`src/rtl/scan_mux_pkg.sv`:
```
// rtl/scan_mux_pkg.sv - shared types, mode encodings and width helper for scan_mux
package scan_mux_pkg;

    typedef enum logic {
        SHOW  = 1'b0,
        BLANK = 1'b1
    } state_t;

    localparam logic MODE_MANUAL = 1'b0;
    localparam logic MODE_SCAN   = 1'b1;

    // Never returns zero so single-value counters still get a legal vector width.
    function automatic int cnt_width(input int n);
        return (n > 1) ? $clog2(n) : 1;
    endfunction

endpackage

```
`src/rtl/scan_mux_if.sv`:
```
// rtl/scan_mux_if.sv - channel data, control and registered outputs of scan_mux
interface scan_mux_if #(
    parameter int WIDTH    = 8,
    parameter int CHANNELS = 4
);
    import scan_mux_pkg::*;

    localparam int CW = cnt_width(CHANNELS);

    logic [CHANNELS*WIDTH-1:0] data_i;
    logic                      mode_i;
    logic [CW-1:0]             sel_i;
    logic                      hold_i;
    logic [WIDTH-1:0]          data_o;
    logic [CW-1:0]             chan_o;
    logic [CHANNELS-1:0]       chan_oh_o;
    logic                      tick_o;

    modport slave (
        input  data_i, mode_i, sel_i, hold_i,
        output data_o, chan_o, chan_oh_o, tick_o
    );

    modport master (
        output data_i, mode_i, sel_i, hold_i,
        input  data_o, chan_o, chan_oh_o, tick_o
    );

endinterface

```
`src/rtl/scan_mux_onehot_dec.sv`:
```
// rtl/scan_mux_onehot_dec.sv - one-hot channel decode with an all-zero blanking enable
module onehot_dec
    import scan_mux_pkg::*;
#(
    parameter int CHANNELS = 4,
    parameter int CW       = cnt_width(CHANNELS)
) (
    input  logic [CW-1:0]       idx,
    input  logic                en,
    output logic [CHANNELS-1:0] oh
);

    always_comb begin
        oh = '0;
        if (en) begin
            for (int k = 0; k < CHANNELS; k++) begin
                if (idx == CW'(k)) begin
                    oh[k] = 1'b1;
                end
            end
        end
    end

endmodule

```
`src/rtl/scan_mux.sv`:
```
// rtl/scan_mux.sv - manual/auto-scan channel multiplexer with blanking after each change
module scan_mux
    import scan_mux_pkg::*;
#(
    parameter int WIDTH     = 8,
    parameter int CHANNELS  = 4,
    parameter int TICK_DIV  = 100000,
    parameter int BLANK_CYC = 2
) (
    input logic       clk,
    input logic       rst,
    scan_mux_if.slave bus
);

    localparam int CW = cnt_width(CHANNELS);
    localparam int PW = cnt_width(TICK_DIV);

    localparam logic [PW-1:0] PRESC_LAST   = PW'(TICK_DIV - 1);
    localparam logic [PW-1:0] BLANK_LAST   = PW'((BLANK_CYC > 0) ? BLANK_CYC - 1 : 0);
    localparam logic [CW-1:0] CHAN_LAST    = CW'(CHANNELS - 1);
    localparam logic [CW:0]   CHAN_LIM     = (CW + 1)'(CHANNELS);
    localparam state_t        CHANGE_STATE = (BLANK_CYC > 0) ? BLANK : SHOW;

    state_t              state, state_n;
    logic [PW-1:0]       presc, presc_n;
    logic [CW-1:0]       chan, chan_n;
    logic                mode_q;
    logic [CHANNELS-1:0] oh_n;
    logic [WIDTH-1:0]    data_sel;

    always_comb begin
        state_n = state;
        presc_n = presc;
        chan_n  = chan;
        if (bus.mode_i != mode_q) begin
            // Mode switch cycle only restarts the prescaler; the channel carries over.
            presc_n = '0;
        end else if (bus.mode_i == MODE_MANUAL && {1'b0, bus.sel_i} < CHAN_LIM
                     && bus.sel_i != chan) begin
            chan_n  = bus.sel_i;
            state_n = CHANGE_STATE;
            presc_n = '0;
        end else if (state == BLANK) begin
            if (presc == BLANK_LAST) begin
                state_n = SHOW;
                presc_n = '0;
            end else begin
                presc_n = presc + 1'b1;
            end
        end else if (bus.mode_i == MODE_SCAN && !bus.hold_i) begin
            if (presc == PRESC_LAST) begin
                presc_n = '0;
                chan_n  = (chan == CHAN_LAST) ? '0 : chan + 1'b1;
                state_n = CHANGE_STATE;
            end else begin
                presc_n = presc + 1'b1;
            end
        end
    end

    always_comb begin
        data_sel = '0;
        for (int k = 0; k < CHANNELS; k++) begin
            if (chan == CW'(k)) begin
                data_sel = bus.data_i[k*WIDTH +: WIDTH];
            end
        end
    end

    onehot_dec #(
        .CHANNELS (CHANNELS),
        .CW       (CW)
    ) u_onehot_dec (
        .idx (chan_n),
        .en  (state_n == SHOW),
        .oh  (oh_n)
    );

    always_ff @(posedge clk) begin
        if (rst) begin
            state         <= SHOW;
            presc         <= '0;
            chan          <= '0;
            mode_q        <= bus.mode_i;
            bus.data_o    <= '0;
            bus.chan_oh_o <= '0;
            bus.tick_o    <= 1'b0;
        end else begin
            state         <= state_n;
            presc         <= presc_n;
            chan          <= chan_n;
            mode_q        <= bus.mode_i;
            bus.data_o    <= data_sel;
            bus.chan_oh_o <= oh_n;
            bus.tick_o    <= (chan_n != chan);
        end
    end

    assign bus.chan_o = chan;

endmodule

```
`src/flat_wrapper.sv`:
```
// flat-port wrapper written by rule: the top's interface ports become plain ports
module scan_mux_flat import scan_mux_pkg::*;
#(
    parameter int WIDTH     = 8,
    parameter int CHANNELS  = 4,
    parameter int TICK_DIV  = 100000,
    parameter int BLANK_CYC = 2
)
  (clk, rst, bus_data_i, bus_mode_i, bus_sel_i, bus_hold_i, bus_data_o, bus_chan_o, bus_chan_oh_o, bus_tick_o);
  scan_mux_if #(.WIDTH(WIDTH), .CHANNELS(CHANNELS)) bus_i ();
  input logic clk;
  input logic rst;
  input wire logic [$bits(bus_i.data_i)-1:0] bus_data_i;
  input wire logic [$bits(bus_i.mode_i)-1:0] bus_mode_i;
  input wire logic [$bits(bus_i.sel_i)-1:0] bus_sel_i;
  input wire logic [$bits(bus_i.hold_i)-1:0] bus_hold_i;
  output wire logic [$bits(bus_i.data_o)-1:0] bus_data_o;
  output wire logic [$bits(bus_i.chan_o)-1:0] bus_chan_o;
  output wire logic [$bits(bus_i.chan_oh_o)-1:0] bus_chan_oh_o;
  output wire logic [$bits(bus_i.tick_o)-1:0] bus_tick_o;
  assign bus_i.data_i = bus_data_i;
  assign bus_i.mode_i = bus_mode_i;
  assign bus_i.sel_i = bus_sel_i;
  assign bus_i.hold_i = bus_hold_i;
  assign bus_data_o = bus_i.data_o;
  assign bus_chan_o = bus_i.chan_o;
  assign bus_chan_oh_o = bus_i.chan_oh_o;
  assign bus_tick_o = bus_i.tick_o;
  scan_mux #(.WIDTH(WIDTH), .CHANNELS(CHANNELS), .TICK_DIV(TICK_DIV), .BLANK_CYC(BLANK_CYC)) u_core (.clk(clk), .rst(rst), .bus(bus_i));
endmodule
```
`config.mk`:
```
export PLATFORM = sky130hd
export DESIGN_NAME = scan_mux_flat
export DESIGN_NICKNAME = d
export VERILOG_FILES = /design/src/rtl/scan_mux_pkg.sv /design/src/rtl/scan_mux_if.sv /design/src/rtl/scan_mux_onehot_dec.sv /design/src/rtl/scan_mux.sv /design/src/flat_wrapper.sv
export SDC_FILE = /design/constraint.sdc
export NUM_CORES = 1
export LEC_CHECK = 0
export CAP_MARGIN = 15
export CORE_MARGIN = 3
export CORE_UTILIZATION = 35
export CTS_CLUSTER_SIZE = 20
export DETAILED_ROUTE_END_ITERATION = 10
export PLACE_DENSITY = 0.66
export SYNTH_ARGS = -nofsm -noshare
export SYNTH_HDL_FRONTEND = slang
export SYNTH_HIERARCHICAL = 1
export SYNTH_SLANG_ARGS = --single-unit
```
`constraint.sdc`:
```
create_clock -name clk -period 3.5 [get_ports clk]
set_clock_uncertainty 0.1 [all_clocks]
set_input_delay 0.7 -clock clk [delete_from_list [all_inputs] [get_ports clk]]
set_output_delay 0.7 -clock clk [all_outputs]
set_load 0.05 [all_outputs]
```
# After elaboration in Yosys (flattened, before gate mapping)
# Index checks and enable logic that the tools add are counted.
# totals
register_bits,34
latch_bits,0
ramBits,0
mem_bits_ro,0
mem_count,0
# classes
addsub,2
n_mul,0
n_div,0
n_lt_le_gt_ge,0
n_eq_ne,11
shift,0
n_mux,24
n_bitwise,1
n_reduce_logical,8
# op_table
op,n
$mux W17,4
$mux W8,4
$add A17 B1 Y17 const B,1
$eq A17 B1 Y1 const B,1
$eq A17 B17 Y1 const B,1
$mux W2,6
$mux W1,10
$eq A2 B2 Y1 const B,4
$eq A2 B1 Y1 const B,2
$logic_not A2 Y1,2
$ne A2 B2 Y1,2
$reduce_or A3 Y1,1
$add A2 B1 Y2 const B,1
$logic_and A1 B1 Y1,2
$reduce_bool A2 Y1,1
$reduce_or A2 Y1,1
$logic_not A1 Y1,1
$ne A1 B1 Y1,1
$not A1 Y1,1

# Longest topological paths before layout
# depth
word_depth,9
ltp_mapped,8
ltp_nobuf,8

# Modules after synthesis
# Netlist, hierarchy kept.
# by_module_without_submodules
module,instances,cells_per_inst,area_per_inst_um2,seq_area_each_um2
scan_mux,1,228,1861.8,680.7
onehot_dec,1,4,37.5,0.0

# Worst setup path after synthesis
# OpenSTA, ideal clock, no wires.
# synth_timing
kind,input port to flip-flop
from,input port bus_mode_i
to,register u_core.bus.chan_oh_o[1]
setup_ps,114
arrival_ps,2314
slack_ps,973
path_stages,7
cell_sequence,nor2b_1 -> or4b_4 -> o21ai_2 -> a21oi_1 -> nor3_1 -> and3b_1 -> nor2b_1
# synth_via
elab_chain_cells,7
word_cells_on_any_way,15
# synth_lines
item,line_no,text
start: declaration,flat_wrapper.sv:14,input wire logic [$bits(bus_i.mode_i)-1:0] bus_mode_i;
$logic_and A1 B1 Y1,scan_mux.sv:50,end else if (bus.mode_i == MODE_SCAN && !bus.hold_i) begin
$mux W2,scan_mux.sv:50,
$mux W2,scan_mux.sv:43,end else if (state == BLANK) begin
$mux W2,scan_mux.sv:38,"end else if (bus.mode_i == MODE_MANUAL && {1'b0, bus.sel_i} < CHAN_LIM"
$mux W2 *,scan_mux.sv:35,if (bus.mode_i != mode_q) begin
via u_core.chan_n[1],scan_mux.sv:26,"logic [CW-1:0] chan, chan_n;"
$eq A2 B1 Y1 *,scan_mux_onehot_dec.sv:17,if (idx == CW'(k)) begin
$mux W1 *,scan_mux_onehot_dec.sv:17,
end signal: assignment,scan_mux.sv:94,bus.chan_oh_o <= oh_n;
end: declaration,scan_mux_if.sv:21,"output data_o, chan_o, chan_oh_o, tick_o"
# The timed path passes the listed nets; every way through them passes the cells marked *.
# A chain may end at the register's enable or synchronous reset.

# Worst setup path after layout
# Ends and elaborated chain as after synthesis.

==> results.yml <==
timing:
  finalSetupViolations: 0
  fin_crit_sh: 0.7572
  fmax_ghz: 0.3773
  tns_ns: 0
  rsz0062_at_grt: "false"
  slew_viol_final: 0
  fin_crit_ns: 2.650
  slew_headroom: 0.5083
  tightest_slew_ns: 0.7369
  hold_violations: 0
finish:
  area_delta_synth_final_pct: 35.44
  final_common_cell: "clkdlybuf4s50_1"
  mostFrequentLayoutCells: "52 x clkdlybuf4s50_1, 34 x dfxtp_1, 32 x nor2_1"
  drive_gt1_frac: 0.06007
  diodes: 0
  nets: 326
clock_tree:
  clk_latency_ns: 0.28
  htreeDepth: 2
  cts_inserted_buffers: 5
  clock-sinks: 34
  cts_tree: "done"
  post_cts_buffers: 0
  postCtsResizedCells: 0
  cts_root_buf: "clkbuf_8"
  clock_path_buffers: 2
  clkTransAtPathRegs_ns: 0.07
  hold_buffers: 0
setup_path:
  crit_required_ns: 3.57
  critPathSlowestCell: "or4b_4"
  path_cells: "clkdlybuf4s50_1 > nor2b_1 > or4b_4 > o21ai_2 > a21oi_1 > nor3_1 > and3b_1 > nor2b_1"
  start_kind: "primary input"
  cpMostUsedCell: "nor2b_1"
  cp_max_fo: 4
  critPathArrivalTime_ns: 2.72
  max_stage_delay_ns: 0.49
  cp-end-kind: "register"
  path_class: "primary input to register"
floorplan:
  core_area_mm2: 0.005172
  start_util: 0.3672
  dieHeight_um: 79.67
  std_cell_rows: 26
  pin_count: 53
  die-area_mm2: 0.006347
  die_w_um: 79.67
routing:
  ant_nets: 0
  routed_wl_um: 4913
  vias_per_cell: 5.142
  num_vias: 1815
  drt_pass1_iterations: 4
  drt_iter0_drc: 74
  wl_per_cell_um: 13.92
  drc: 0
run:
  drv_cap: 0
logic_synthesis:
  netlist_area_mm2: 0.001899
  synth-edff-count: 0
  synth_top_area_share: 0.3584
  synth.avg_cell_area_um2: 8.187
  synth_cell_type_count: 46
  yosys_register_bits: 34
  async_reset_ff_frac: 0
  synth_top_area_cell: "dfxtp_1"
  synth_flop_cell: "dfxtp_1"
  ys_seq_area_frac: 0.3584
  netlist_top_cells_area: "dfxtp_1 36%, nor2_1 6.3%, xnor2_1 6.0%, nor2b_1 4.6%, nor3_1 4.5%"
  synth_fp_nets: 276
  syn_inst: 232
  ys_warn_count: 6
global_route:
  grt_pass1_vias: 1655
  overflow: 0
  grt_max_degree: 18
  grt_pass1_wl_um: 7914
  antenna_found_initial: 0
  grt-busiest-layer: "met2"
  grt_util_met3: 0.03837
  met2_usage: 0.2596
  grt_use_met1: 0.2054
  grt.total_usage: 0.1577
pwr:
  power_per_cell_area_mw_per_mm2: 367.3
  power.leakage_nw: 0.8925
  total_power_w: 0.0009449
  ir_drop_mv: 0.2307
run_status:
  status: "finished, final reports clean"
place:
  dpl.hpwl_um: 3685
  numPortBuffers: 52
  routabilityCongestion: 0.7757
min_path:
  hold_class: "register to register"
-- sequential cells by signal (all words and copies together) (netlist names) --
name	flops
u_core/bus.chan_o	2
u_core/bus.chan_oh_o	4
u_core/bus.data_o	8
u_core/bus.tick_o	1
u_core/mode_q	1
u_core/presc	17
u_core/state	1
-- stage by stage --
stage	hold slack [ns]	setup slack (ns)	utilization	instance area, um2	cells
after global placement	0.4027	0.6015	0.4797	2481	345
after global routing	0.4571	0.6865	0.4973	2572	353
after CTS	0.4361	0.8697	0.4973	2572	353
after floorplan	0.3777	0.9728	-	1899	232
final	0.4257	0.8499	0.4973	2572	353
after detailed placement	0.4263	0.5704	0.4797	2481	345
-- area by class of cell --
class,instances,area [um2]
Sequential cell,34,680.7
Clock buffer,7,86.33
Inverter,9,33.78
Multi-Input combinational cell,177,1136
Timing Repair Buffer,55,543.0
Tap cell,70,87.58
Clock inverter,1,5.005
Fill cell,484,2600
-- worst paths after layout --
check | slack (ns) | cells after the start | to | start
worst min register to register | 0.43 | 2 | u_core/presc[0]$_SDFFE_PP0P_ | u_core/presc[0]$_SDFFE_PP0P_
worst min-delay path | 0.43 | 2 | u_core/presc[0]$_SDFFE_PP0P_ | u_core/presc[0]$_SDFFE_PP0P_
worst max register to register | 0.87 | 7 | u_core/bus.chan_oh_o[2]$_SDFF_PP0_ | u_core/presc[11]$_SDFFE_PP0P_
worst max-delay path | 0.85 | 8 | u_core/bus.chan_oh_o[1]$_SDFF_PP0_ | bus_mode_i
-- critical path, delay by kind of cell --
| kind | cells | cell delay [ns] |
|---|---|---|
| buffers and inverters | 1 | 0.46 |
| and+or+nand+nor | 5 | 1.32 |
| AOI/OAI and AO/OA | 2 | 0.24 |
-- cell usage after synthesis, types with 2 or more instances --
library cell and n:
a21oi_1 12, a221oi_1 7, a22oi_1 2, and2_1 3, and3b_1 3, buf_2 3
clkbuf_1 9, dfxtp_1 34, ha_1 6, inv_1 9, nand2_1 13, nand2b_1 2
nand3_1 3, nand4_1 5, nand4b_1 2, nor2_1 32, nor2b_1 14, nor3_1 17
nor4_1 7, o21a_1 2, o21ai_0 3, o22ai_1 2, or3_1 3, xnor2_1 13
xor2_1 5
-- metal layers --
metal,share of wire,vias to the layer above
met2,0.46,50
met5,0,-
met3,0.073,2
met4,0.0051,0
met1,0.46,840
li1,-,923
-- cell families (layout without fill, tap and decap cells) --
family | Yosys count | after routing | synth area share
and+or+nand+nor | 113 | 113 | 0.3221
AOI/OAI and AO/OA | 39 | 39 | 0.1482
DFF | 34 | 34 | 0.3584
buffers and inverters | 21 | 72 | 0.04347
xor gates and xnor gates | 18 | 18 | 0.08300
adders and majority gates | 6 | 6 | 0.03952
muxes | 1 | 1 | 0.005270
-- report_power, final --
group	total (W)	switching [W]	internal, W
Clock	0.000294	0.000136	0.000159
Combinational	0.000235	0.000128	0.000107
Sequential	0.000416	0.0000115	0.000404
Total	0.000945	0.000275	0.000670
Note: power is estimated with default switching activity, not from simulation.
